## src/rtl/lcd_pkg.sv

```systemverilog
// Shared types, sprite geometry, default panel timing and bitmap ROM
// for the LCD sprite engine.
package lcd_pkg;

   typedef struct packed {
      logic [4:0] r;
      logic [5:0] g;
      logic [4:0] b;
   } rgb565_t;

   typedef struct packed {
      logic        vis;
      logic [15:0] x;
      logic [15:0] y;
      logic [15:0] color;
   } spr_attr_t;

   localparam int SPR_W = 16;
   localparam int SPR_H = 16;

   localparam int DEF_H_ACTIVE = 480;
   localparam int DEF_H_BP     = 43;
   localparam int DEF_H_FP     = 8;
   localparam int DEF_V_ACTIVE = 272;
   localparam int DEF_V_BP     = 12;
   localparam int DEF_V_FP     = 8;

   // Concentric squares; bit 15 is the leftmost pixel of the row.
   function automatic logic [15:0] spr_row(input logic [3:0] row);
      logic [15:0] bits;
      case (row)
         4'd0, 4'd15: bits = 16'hFFFF;
         4'd1, 4'd14: bits = 16'h8001;
         4'd2, 4'd13: bits = 16'hBFFD;
         4'd3, 4'd12: bits = 16'hA005;
         4'd4, 4'd11: bits = 16'hAFF5;
         4'd5, 4'd10: bits = 16'hA815;
         4'd6, 4'd9:  bits = 16'hABD5;
         default:     bits = 16'hAA55;
      endcase
      return bits;
   endfunction

endpackage

```

## src/rtl/lcd_timing_gen.sv

```systemverilog
// Horizontal/vertical scan counters with active-area decode,
// frame-start pulse and completed-frame counter.
module lcd_timing_gen
   import lcd_pkg::*;
#(
   parameter int H_ACTIVE = DEF_H_ACTIVE,
   parameter int H_BP     = DEF_H_BP,
   parameter int H_FP     = DEF_H_FP,
   parameter int V_ACTIVE = DEF_V_ACTIVE,
   parameter int V_BP     = DEF_V_BP,
   parameter int V_FP     = DEF_V_FP
) (
   input  logic        clk,
   input  logic        rst_n,
   output logic        active,
   output logic [15:0] x,
   output logic [15:0] y,
   output logic        wrap,
   output logic        frame_start,
   output logic [15:0] frame_cnt
);

   localparam int H_TOTAL = H_BP + H_ACTIVE + H_FP;
   localparam int V_TOTAL = V_BP + V_ACTIVE + V_FP;

   localparam logic [15:0] H_LAST = 16'(H_TOTAL - 1);
   localparam logic [15:0] V_LAST = 16'(V_TOTAL - 1);
   localparam logic [15:0] H_LO   = 16'(H_BP);
   localparam logic [15:0] H_HI   = 16'(H_BP + H_ACTIVE);
   localparam logic [15:0] V_LO   = 16'(V_BP);
   localparam logic [15:0] V_HI   = 16'(V_BP + V_ACTIVE);

   logic [15:0] h_cnt;
   logic [15:0] v_cnt;
   logic        h_wrap;

   assign h_wrap = (h_cnt == H_LAST);
   assign wrap   = h_wrap && (v_cnt == V_LAST);

   assign active = (h_cnt >= H_LO) && (h_cnt < H_HI) &&
                   (v_cnt >= V_LO) && (v_cnt < V_HI);

   assign x = h_cnt - H_LO;
   assign y = v_cnt - V_LO;

   always_ff @(posedge clk or negedge rst_n) begin
      if (!rst_n) begin
         h_cnt       <= '0;
         v_cnt       <= '0;
         frame_start <= 1'b0;
         frame_cnt   <= '0;
      end else begin
         frame_start <= wrap;
         if (h_wrap) begin
            h_cnt <= '0;
            v_cnt <= wrap ? '0 : v_cnt + 16'd1;
         end else begin
            h_cnt <= h_cnt + 16'd1;
         end
         if (wrap)
            frame_cnt <= frame_cnt + 16'd1;
      end
   end

endmodule

```

## src/rtl/lcd_sprite_engine.sv

```systemverilog
// N-sprite overlay renderer for RGB565 SYNC-DE panels with shadowed
// sprite attributes committed at frame start.
module lcd_sprite_engine
   import lcd_pkg::*;
#(
   parameter int          H_ACTIVE    = DEF_H_ACTIVE,
   parameter int          H_BP        = DEF_H_BP,
   parameter int          H_FP        = DEF_H_FP,
   parameter int          V_ACTIVE    = DEF_V_ACTIVE,
   parameter int          V_BP        = DEF_V_BP,
   parameter int          V_FP        = DEF_V_FP,
   parameter int          NUM_SPRITES = 4,
   parameter logic [15:0] BG_COLOR    = 16'h0000,
   localparam int IDX_W = (NUM_SPRITES > 1) ? $clog2(NUM_SPRITES) : 1
) (
   input  logic             PixelClk,
   input  logic             nRST,
   input  logic             spr_wr_en,
   input  logic [IDX_W-1:0] spr_wr_idx,
   input  logic [15:0]      spr_wr_x,
   input  logic [15:0]      spr_wr_y,
   input  logic [15:0]      spr_wr_color,
   input  logic             spr_wr_vis,
   output logic             LCD_DE,
   output logic [4:0]       LCD_R,
   output logic [5:0]       LCD_G,
   output logic [4:0]       LCD_B,
   output logic             frame_start,
   output logic [15:0]      frame_cnt
);

   logic        active;
   logic        wrap;
   logic [15:0] x;
   logic [15:0] y;

   lcd_timing_gen #(
      .H_ACTIVE (H_ACTIVE),
      .H_BP     (H_BP),
      .H_FP     (H_FP),
      .V_ACTIVE (V_ACTIVE),
      .V_BP     (V_BP),
      .V_FP     (V_FP)
   ) u_timing (
      .clk         (PixelClk),
      .rst_n       (nRST),
      .active      (active),
      .x           (x),
      .y           (y),
      .wrap        (wrap),
      .frame_start (frame_start),
      .frame_cnt   (frame_cnt)
   );

   spr_attr_t shadow [NUM_SPRITES];
   spr_attr_t live   [NUM_SPRITES];
   spr_attr_t wr_attr;

   assign wr_attr = '{vis:   spr_wr_vis,
                      x:     spr_wr_x,
                      y:     spr_wr_y,
                      color: spr_wr_color};

   // live samples the pre-edge shadow, so a same-edge write waits a frame.
   always_ff @(posedge PixelClk or negedge nRST) begin
      if (!nRST) begin
         for (int i = 0; i < NUM_SPRITES; i++) begin
            shadow[i] <= '0;
            live[i]   <= '0;
         end
      end else begin
         if (wrap)
            live <= shadow;
         if (spr_wr_en && (int'(spr_wr_idx) < NUM_SPRITES))
            shadow[spr_wr_idx] <= wr_attr;
      end
   end

   logic [NUM_SPRITES-1:0] hit;

   for (genvar i = 0; i < NUM_SPRITES; i++) begin : g_spr
      logic [3:0]  col;
      logic [3:0]  row;
      logic [15:0] bits;
      logic        in_x;
      logic        in_y;

      assign col  = x[3:0] - live[i].x[3:0];
      assign row  = y[3:0] - live[i].y[3:0];
      assign bits = spr_row(row);

      assign in_x = (x >= live[i].x) &&
                    ({1'b0, x} < {1'b0, live[i].x} + 17'(SPR_W));
      assign in_y = (y >= live[i].y) &&
                    ({1'b0, y} < {1'b0, live[i].y} + 17'(SPR_H));

      assign hit[i] = live[i].vis && in_x && in_y && bits[~col];
   end

   logic [15:0] pix;

   always_comb begin
      pix = BG_COLOR;
      for (int i = NUM_SPRITES - 1; i >= 0; i--) begin
         if (hit[i])
            pix = live[i].color;
      end
   end

   logic    de_q;
   rgb565_t rgb_q;

   always_ff @(posedge PixelClk or negedge nRST) begin
      if (!nRST) begin
         de_q  <= 1'b0;
         rgb_q <= '0;
      end else begin
         de_q  <= active;
         rgb_q <= active ? rgb565_t'(pix) : '0;
      end
   end

   assign LCD_DE = de_q;
   assign LCD_R  = rgb_q.r;
   assign LCD_G  = rgb_q.g;
   assign LCD_B  = rgb_q.b;

endmodule

```

## config.mk

```make
export PLATFORM = sky130hd
export DESIGN_NAME = lcd_sprite_engine
export DESIGN_NICKNAME = d
export VERILOG_FILES = /design/src/rtl/lcd_pkg.sv /design/src/rtl/lcd_timing_gen.sv /design/src/rtl/lcd_sprite_engine.sv
export SDC_FILE = /design/constraint.sdc
export NUM_CORES = 1
export LEC_CHECK = 0
export BUFFER_PORTS_ARGS = -buffer_cell sky130_fd_sc_hd__buf_2
export CAP_MARGIN = 20
export CORE_UTILIZATION = 40
export DETAILED_ROUTE_END_ITERATION = 12
export HOLD_SLACK_MARGIN = 0.03
export PLACE_DENSITY = 0.68
export SYNTH_ARGS = -nofsm -noshare
export SYNTH_HDL_FRONTEND = slang
export SYNTH_SLANG_ARGS = --single-unit
```

## constraint.sdc

```tcl
create_clock -name PixelClk -period 4.3 [get_ports PixelClk]
set_input_delay 0.43 -clock PixelClk [delete_from_list [all_inputs] [get_ports PixelClk]]
set_output_delay 0.43 -clock PixelClk [all_outputs]
set_load 0.01 [all_outputs]
```

Word-level counts from Yosys, hierarchy flattened

Memories as Yosys holds them, arrays and structs flattened.
Cells that the tools add are included.

Register bits: 458
Memory bits (read-only): 896
Input bits: 54
Output and inout port bits: 34
Word-level logic and storage cells: 141
Memories: 4

Memories:

| memory          | depth | bits a word | read ports | clocked after memory_dff | wr ports | RTL line      | text |
|---|---|---|---|---|---|---|---|
| (no name shown) | 16    | 14          | 1          | 0                        | 0        | lcd_pkg.sv:31 | `case (row)` |
| (no name shown) | 16    | 14          | 1          | 0                        | 0        | lcd_pkg.sv:31 |  |
| (no name shown) | 16    | 14          | 1          | 0                        | 0        | lcd_pkg.sv:31 |  |
| (no name shown) | 16    | 14          | 1          | 0                        | 0        | lcd_pkg.sv:31 |  |

Add/sub/neg operators: 21
Magnitude comparators: 26
Eq/ne operators: 2
Muxes and demuxes: 18
Bitwise logic cells: 5
Reduce and logical (&&, ||, !) cells: 25

Operators by type and width:

| kind                  | number |
|---|---|
| $bwmux 196            | 1 |
| $add 16x5->17 const B | 8 |
| $lt 16x17->1          | 8 |
| $ge 16x16->1          | 8 |
| $mux 16               | 7 |
| $demux 49 s2          | 1 |
| $mux 49               | 1 |
| $add 16x1->16 const B | 3 |
| $sub 4x4->4           | 8 |
| $logic_and 1x1->1     | 25 |
| $lt 4x5->1 const B    | 4 |
| $bmux 1 s4            | 4 |
| $eq 16x10->1 const B  | 1 |
| $eq 16x9->1 const B   | 1 |
| $ge 16x4->1 const B   | 1 |
| $ge 16x6->1 const B   | 1 |
| $lt 16x10->1 const B  | 1 |
| $lt 16x9->1 const B   | 1 |
| $not 4->4             | 4 |
| $sub 16x4->16 const B | 1 |
| $sub 16x6->16 const B | 1 |
| $mux 1                | 4 |
| $ge 3x3->1 const B    | 1 |
| $lt 3x1->1 const B    | 1 |
| $not 2->3             | 1 |

Depth between registers and ports, before layout

Depth after elaboration: 11
Depth in mapped cells: 21
Mapped depth without buffers: 18

Cells and area by module

Synthesis repeated with hierarchy kept, for this count alone.

Cell total of the unflattened synthesis: 2,571
Area, all modules: 26,713.1 um2

By module, submodules not included:

| module            | instances | cells each | area each (um2) | sequential area each (um2) |
|---|---|---|---|---|
| lcd_sprite_engine | 1         | 2,246      | 23,749.0        | 10,234.8 |
| lcd_timing_gen    | 1         | 325        | 2,964.1         | 1,226.2 |

Worst setup path after synthesis

OpenSTA, ideal clock, no wires.

Path type: register to register
From: reg u_timing.h_cnt[0]
To: reg rgb_q (netlist bit LCD_B[4])
Library setup time: 0.096 ns
Arrival time: 4.529 ns
Required time: 4.204 ns
Setup slack: -0.324 ns
Stages on the path, launching flop included: 21
Path buffers: 2
Clock period less this slack: 4.624 ns
Cells stage by stage: dfrtp_1 ha_1 o21a_1 o21ai_2 nand2b_4 or3_1 clkbuf_1 nor3_1 xor2_1 ha_1 a21o_1 a21oi_1 nand3_1 or3_1 nand4_1 a211o_1 nor4_4 nor4_4 buf_6 a221oi_2 o32ai_2

Cells in the longest elaborated chain, start to end: 11
Elaborated cells between the ends (all ways): 51
Classes of those cells: add/sub: 5; order compare: 10; mux: 13; bitwise: 4; reduce/logical: 19

RTL lines:

| item                                                              | RTL line                                         | text |
|---|---|---|
| from (decl)                                                       | lcd_timing_gen.sv:33                             | `logic [15:0] h_cnt;` |
| from (signal assigned)                                            | lcd_timing_gen.sv:58                             | `h_cnt <= h_cnt + 16'd1;` |
| $sub 16x6->16                                                     | lcd_timing_gen.sv:43                             | `assign x = h_cnt - H_LO;` |
| $sub 4x4->4, or another cell as far along                         | lcd_sprite_engine.sv:88                          | `assign col = x[3:0] - live[i].x[3:0];` |
| $not 4->4 or $logic_and 1x1->1 (tied branches)                    | lcd_sprite_engine.sv:97, lcd_sprite_engine.sv:92 |  |
| $bmux 1 s4 or $logic_and 1x1->1 (tied branches)                   | lcd_sprite_engine.sv:97                          | `assign hit[i] = live[i].vis && in_x && in_y && bits[~col];` |
| $mux 1 (implied by the code) or $logic_and 1x1->1 (tied branches) | lcd_sprite_engine.sv:97                          |  |
| $logic_and 1x1->1                                                 | lcd_sprite_engine.sv:97                          |  |
| $mux 16 (4 in series)                                             | lcd_sprite_engine.sv:105                         | `if (hit[i])` |
| $mux 16 (*)                                                       | lcd_sprite_engine.sv:119                         | `rgb_q <= active ? rgb565_t'(pix) : '0;` |
| to (signal assigned)                                              | lcd_sprite_engine.sv:119                         |  |
| to (decl)                                                         | lcd_sprite_engine.sv:111                         | `rgb565_t rgb_q;` |

Every way passes the cells marked *; elsewhere a longest branch is shown, timed or not. The select of a mux whose other input is x is not followed.
A chain may end at the register's enable or synchronous reset.

Final worst setup path

From: reg u_timing.v_cnt[3]
To: reg rgb_q (netlist bit LCD_R[3])

Cells in the longest elaborated chain, start to end: 11
Elaborated cells between the ends (all ways): 46
Classes of those cells: add/sub: 5; order compare: 10; mux: 13; reduce/logical: 14; memory: 4

RTL lines:

| item                         | RTL line                 | text |
|---|---|---|
| from (decl)                  | lcd_timing_gen.sv:34     | `logic [15:0] v_cnt;` |
| from (signal assigned)       | lcd_timing_gen.sv:56     | `v_cnt <= wrap ? '0 : v_cnt + 16'd1;` |
| $sub 16x4->16                | lcd_timing_gen.sv:44     | `assign y = v_cnt - V_LO;` |
| $sub 4x4->4                  | lcd_sprite_engine.sv:89  | `assign row = y[3:0] - live[i].y[3:0];` |
| $mem_v2 16x14                | --                       |  |
| $bmux 1 s4                   | lcd_sprite_engine.sv:97  |  |
| $mux 1 (implied by the code) | lcd_sprite_engine.sv:97  |  |
| $logic_and 1x1->1            | lcd_sprite_engine.sv:97  |  |
| $mux 16 (4 in series)        | lcd_sprite_engine.sv:105 |  |
| $mux 16 (*)                  | lcd_sprite_engine.sv:119 |  |

Marks and branches as above.

==> qor.txt <==
Status: finished, violations left
Failing checks: negative setup slack
First-pass GRT wire length: 112.5 mm
CP cell instances: ha_2, nor3_4, nand2_2, or3_4, nor2_4, xor2_4, ha_4, or4_4, a21oi_2, o21ai_2, nor3_2, nor4_4, a2111o_1, nor4_4, buf_4, o211a_4, buf_12, a221oi_2, o32ai_1
Clock skew: 0.02240 ns
Syn Inst Count: 2503
Leading area contributor after synthesis: dfrtp_1
Tmin final: 4.494 ns
Area share of the largest cell type after synthesis: 43.56%
Iter 0 DRT Violations: 1243
CP top delay family: simple AND/OR/NAND/NOR gates
Cell variety after synth: 90
Synth Flop Type: dfrtp_1
Final net count: 2979
Die area: 66800 um^2
CP startpoint kind: flop
I/O Buffers: 87
Routability-driven placement congestion ratio: 0.9289
Drt total wl: 70.55 mm
Core area: 64700 um^2
Vias/cell: 5.514
Die X: 258.5 um
FFs w/ async S/R, synth: 100.0%
WHS: 0.1204 ns
HP Class: in -> reg
Initial DRT Pass Iterations: 5
Drt drc: 0
Number of flops mapped to enable cells by yosys: 0
Overall die height: 258.5 um
Slowest stage delay, CP: 0.48 ns
Leak pwr: 13.47 nW
RSZ-0062 raised after global routing: true
Worst-skew pair later-pin latency: 0.59 ns
Total track usage: 21.30%
Synth warnings: 0
CTS sink cnt: 458
H-tree levels: 2
Crit path top cell by count: nor4_4
Post-route clock period utilization: 104.5%
WS Path Type: reg -> reg
Max cap viols: 0
Initial Util: 40.67%
Yosys reg bits: 458
CP max-delay cell: or4_4
Relative slew slack: 29.96%
Pins Over Slew Limit: 0
CP bufs+invs: 2
Slew @ Worst Pin: 1.051 ns
Largest net degree at the start of global routing: 139
IO Pins: 88
Setup Viol. Count Final: 16
Worst vdd ir: 378.6 uV
Hold Fails Final Rpt: 0
Max Root-Sink Buffers: 3
Cell Area, Synth: 26310 um^2
CP Data Required Time: 4.76 ns
Multi-input logic area: 14120 um^2
Synthesized area per cell: 10.51 um^2
Rows: 93
Final WS setup: -0.1939 ns
Root Driver: clkbuf_16
GRT overflow: 0
CP Max Fanout: 8
Fmax: 222.5 MHz
Syn_nets: 2805
Clock-pin transition on the worst setup and hold timing paths: 0.06 ns
Reg-to-reg setup timing slack: -0.19 ns
HPWL Detailed: 50.35 mm
Pwr dens: 321.2 nW/um^2
Area Growth Syn to Fin: 16.69%
Number of global-route vias before repair: 20240
Layout cell share with drive strength beyond 1: 24.37%
CP arrival: 4.95 ns
Ranking of synthesized cells by area: dfrtp_1, ha_1, mux2_2, xnor2_1, o21ai_0
Final core utilization: 47.45%
# fillers: 5883
Initial antenna violation count: 6
Post-synthesis sequential area ratio: 43.56%
DR vias: 19700
TritonCTS buffer count: 50
CP Capture Type: flop
Final ANT Viol Nets: 0
Register area: 11460 um^2
CTS tree: done
Drt wl/cell: 19.75 um
registers in the layout (all words and copies together), names as in the netlist:
register / cells
LCD_G: 6
LCD_B: 5
u_timing.h_cnt: 16
shadow: 196
live: 196
u_timing.frame_cnt: 16
u_timing.v_cnt: 16
LCD_R: 5
LCD_DE: 1
u_timing.frame_start: 1
worst register-to-register path, cell delays in order (launching register included):
cell and delay, ns:
dfrtp_1 0.41, ha_2 0.22, nor3_4 0.21, nand2_2 0.09
or3_4 0.43, nor2_4 0.16, xor2_4 0.11, ha_4 0.18
or4_4 0.48, a21oi_2 0.14, o21ai_2 0.09, nor3_2 0.27
nor4_4 0.09, a2111o_1 0.34, nor4_4 0.30, buf_4 0.16
o211a_4 0.22, buf_12 0.16, a221oi_2 0.05, o32ai_1 0.27
stage by stage:
| stage | instance area [um^2] | TNS [ns] | std cells | total power (W) | setup WS (ns) |
|---|---|---|---|---|---|
| 2_1_floorplan | 26370 | 0 | 2503 | 0.005202 | 0.001444 |
| 3_5_place_dp | 28490 | -10.51 | 3467 | 0.005475 | -0.7132 |
| 3_3_place_gp | 28490 | -9.878 | 3467 | 0.005419 | -0.6300 |
| 4_1_cts | 30500 | -0.3776 | 3563 | 0.009967 | -0.06101 |
| 5_1_grt | 30700 | -4.530 | 3571 | 0.01023 | -0.3305 |
| 6_report | 30700 | -2.005 | 3573 | 0.009861 | -0.1939 |
power by group:
part	internal [W]	switching, W	total (W)
logic	0.000307	0.000244	0.000552
clock network	0.00264	0.00183	0.00447
registers	0.00466	0.000179	0.00484
cell usage after synthesis (all sizes together), types with 9 or more instances:
cell,count
o21a,11
buf,37
o32ai,16
a211oi,13
nand3,62
o21ai,194
clkbuf,59
a21o,29
and4,9
dfrtp,458
nand4,42
nand2b,22
xor2,36
mux2,260
a21oi,101
nor2b,12
and3,17
nor2,103
nand2,234
or3,9
a221oi,18
ha,240
inv,177
xnor2,132
nor4,25
nor3,39
o2111ai,12
o211ai,13
cell families (layout without fill, tap and decap cells):
logic type / after synthesis / after routing / share of synthesized area (%)
compound gates: 480 / 480 / 11.93
fa+ha+maj: 252 / 252 / 12.17
buf+inv: 274 / 487 / 4.218
simple gates: 609 / 609 / 11.28
xor+xnor: 169 / 169 / 5.678
mux: 261 / 261 / 11.17
other cells: 0 / 2 / 0
flops: 458 / 458 / 43.56
worst paths after layout:
check	start	cells past startpoint	to
max	u_timing.v_cnt[3]$_DFFE_PN0N_	19	LCD_R[3]$_DFF_PN0_
min	spr_wr_x[1]	2	shadow[180]$_DFFE_PN0P_
max reg2reg	u_timing.v_cnt[3]$_DFFE_PN0N_	19	LCD_R[3]$_DFF_PN0_
min reg2reg	u_timing.frame_cnt[15]$_DFFE_PN0P_	1	u_timing.frame_cnt[15]$_DFFE_PN0P_
max in group asynchronous	nRST	3	live[177]$_DFFE_PN0P_
min in group asynchronous	nRST	2	u_timing.frame_cnt[10]$_DFFE_PN0P_
final cells by class:
| type | instances | area share [%] |
|---|---|---|
| tap | 855 | 3.484 |
| clock buffer | 66 | 4.764 |
| inverter | 177 | 2.164 |
| antenna | 2 | 0.01630 |
| timing repair buffer | 219 | 5.363 |
| clock inverter | 25 | 0.8680 |
| sequential | 458 | 37.33 |
| multi-input combinational | 1771 | 46.01 |
timing repair:
item,in CTS,in global routing
hold endpoints to repair,84,0
setup buffers,2,8
pin swaps,4,29
endpoints found under the setup margin,16,16
cloned,2,0
gates resized for setup,42,24
hold buffers,1,0
cell usage in the layout, fill, tap and decap left out, drive strengths merged, types with 13 or more instances in the layout:
cell type  netlist  routed
nand2b          22      22
nand4           42      42
o32ai           16      16
nor4            25      25
a221oi          18      18
a211oi          13      13
o21ai          194     194
inv            177     183
and3            17      17
nor2           103     103
o211ai          13      13
nor3            39      39
buf             37     216
xor2            36      36
ha             240     240
xnor2          132     132
clkbuf          59      68
nand2          234     234
nand3           62      62
a21oi          101     101
a21o            29      29
mux2           260     260
dfrtp          458     458
layer usage:
metal  part of all wire, %  vias to the layer above  track usage (%)
met5                 0.082                        -                0
met3                   4.3                      119            2.973
met1                    45                     9895            28.57
li1                      -                     9230                -
met4                   2.4                        8            6.410
met2                    48                      449            35.64
Note: power is estimated with default switching activity, not from simulation.
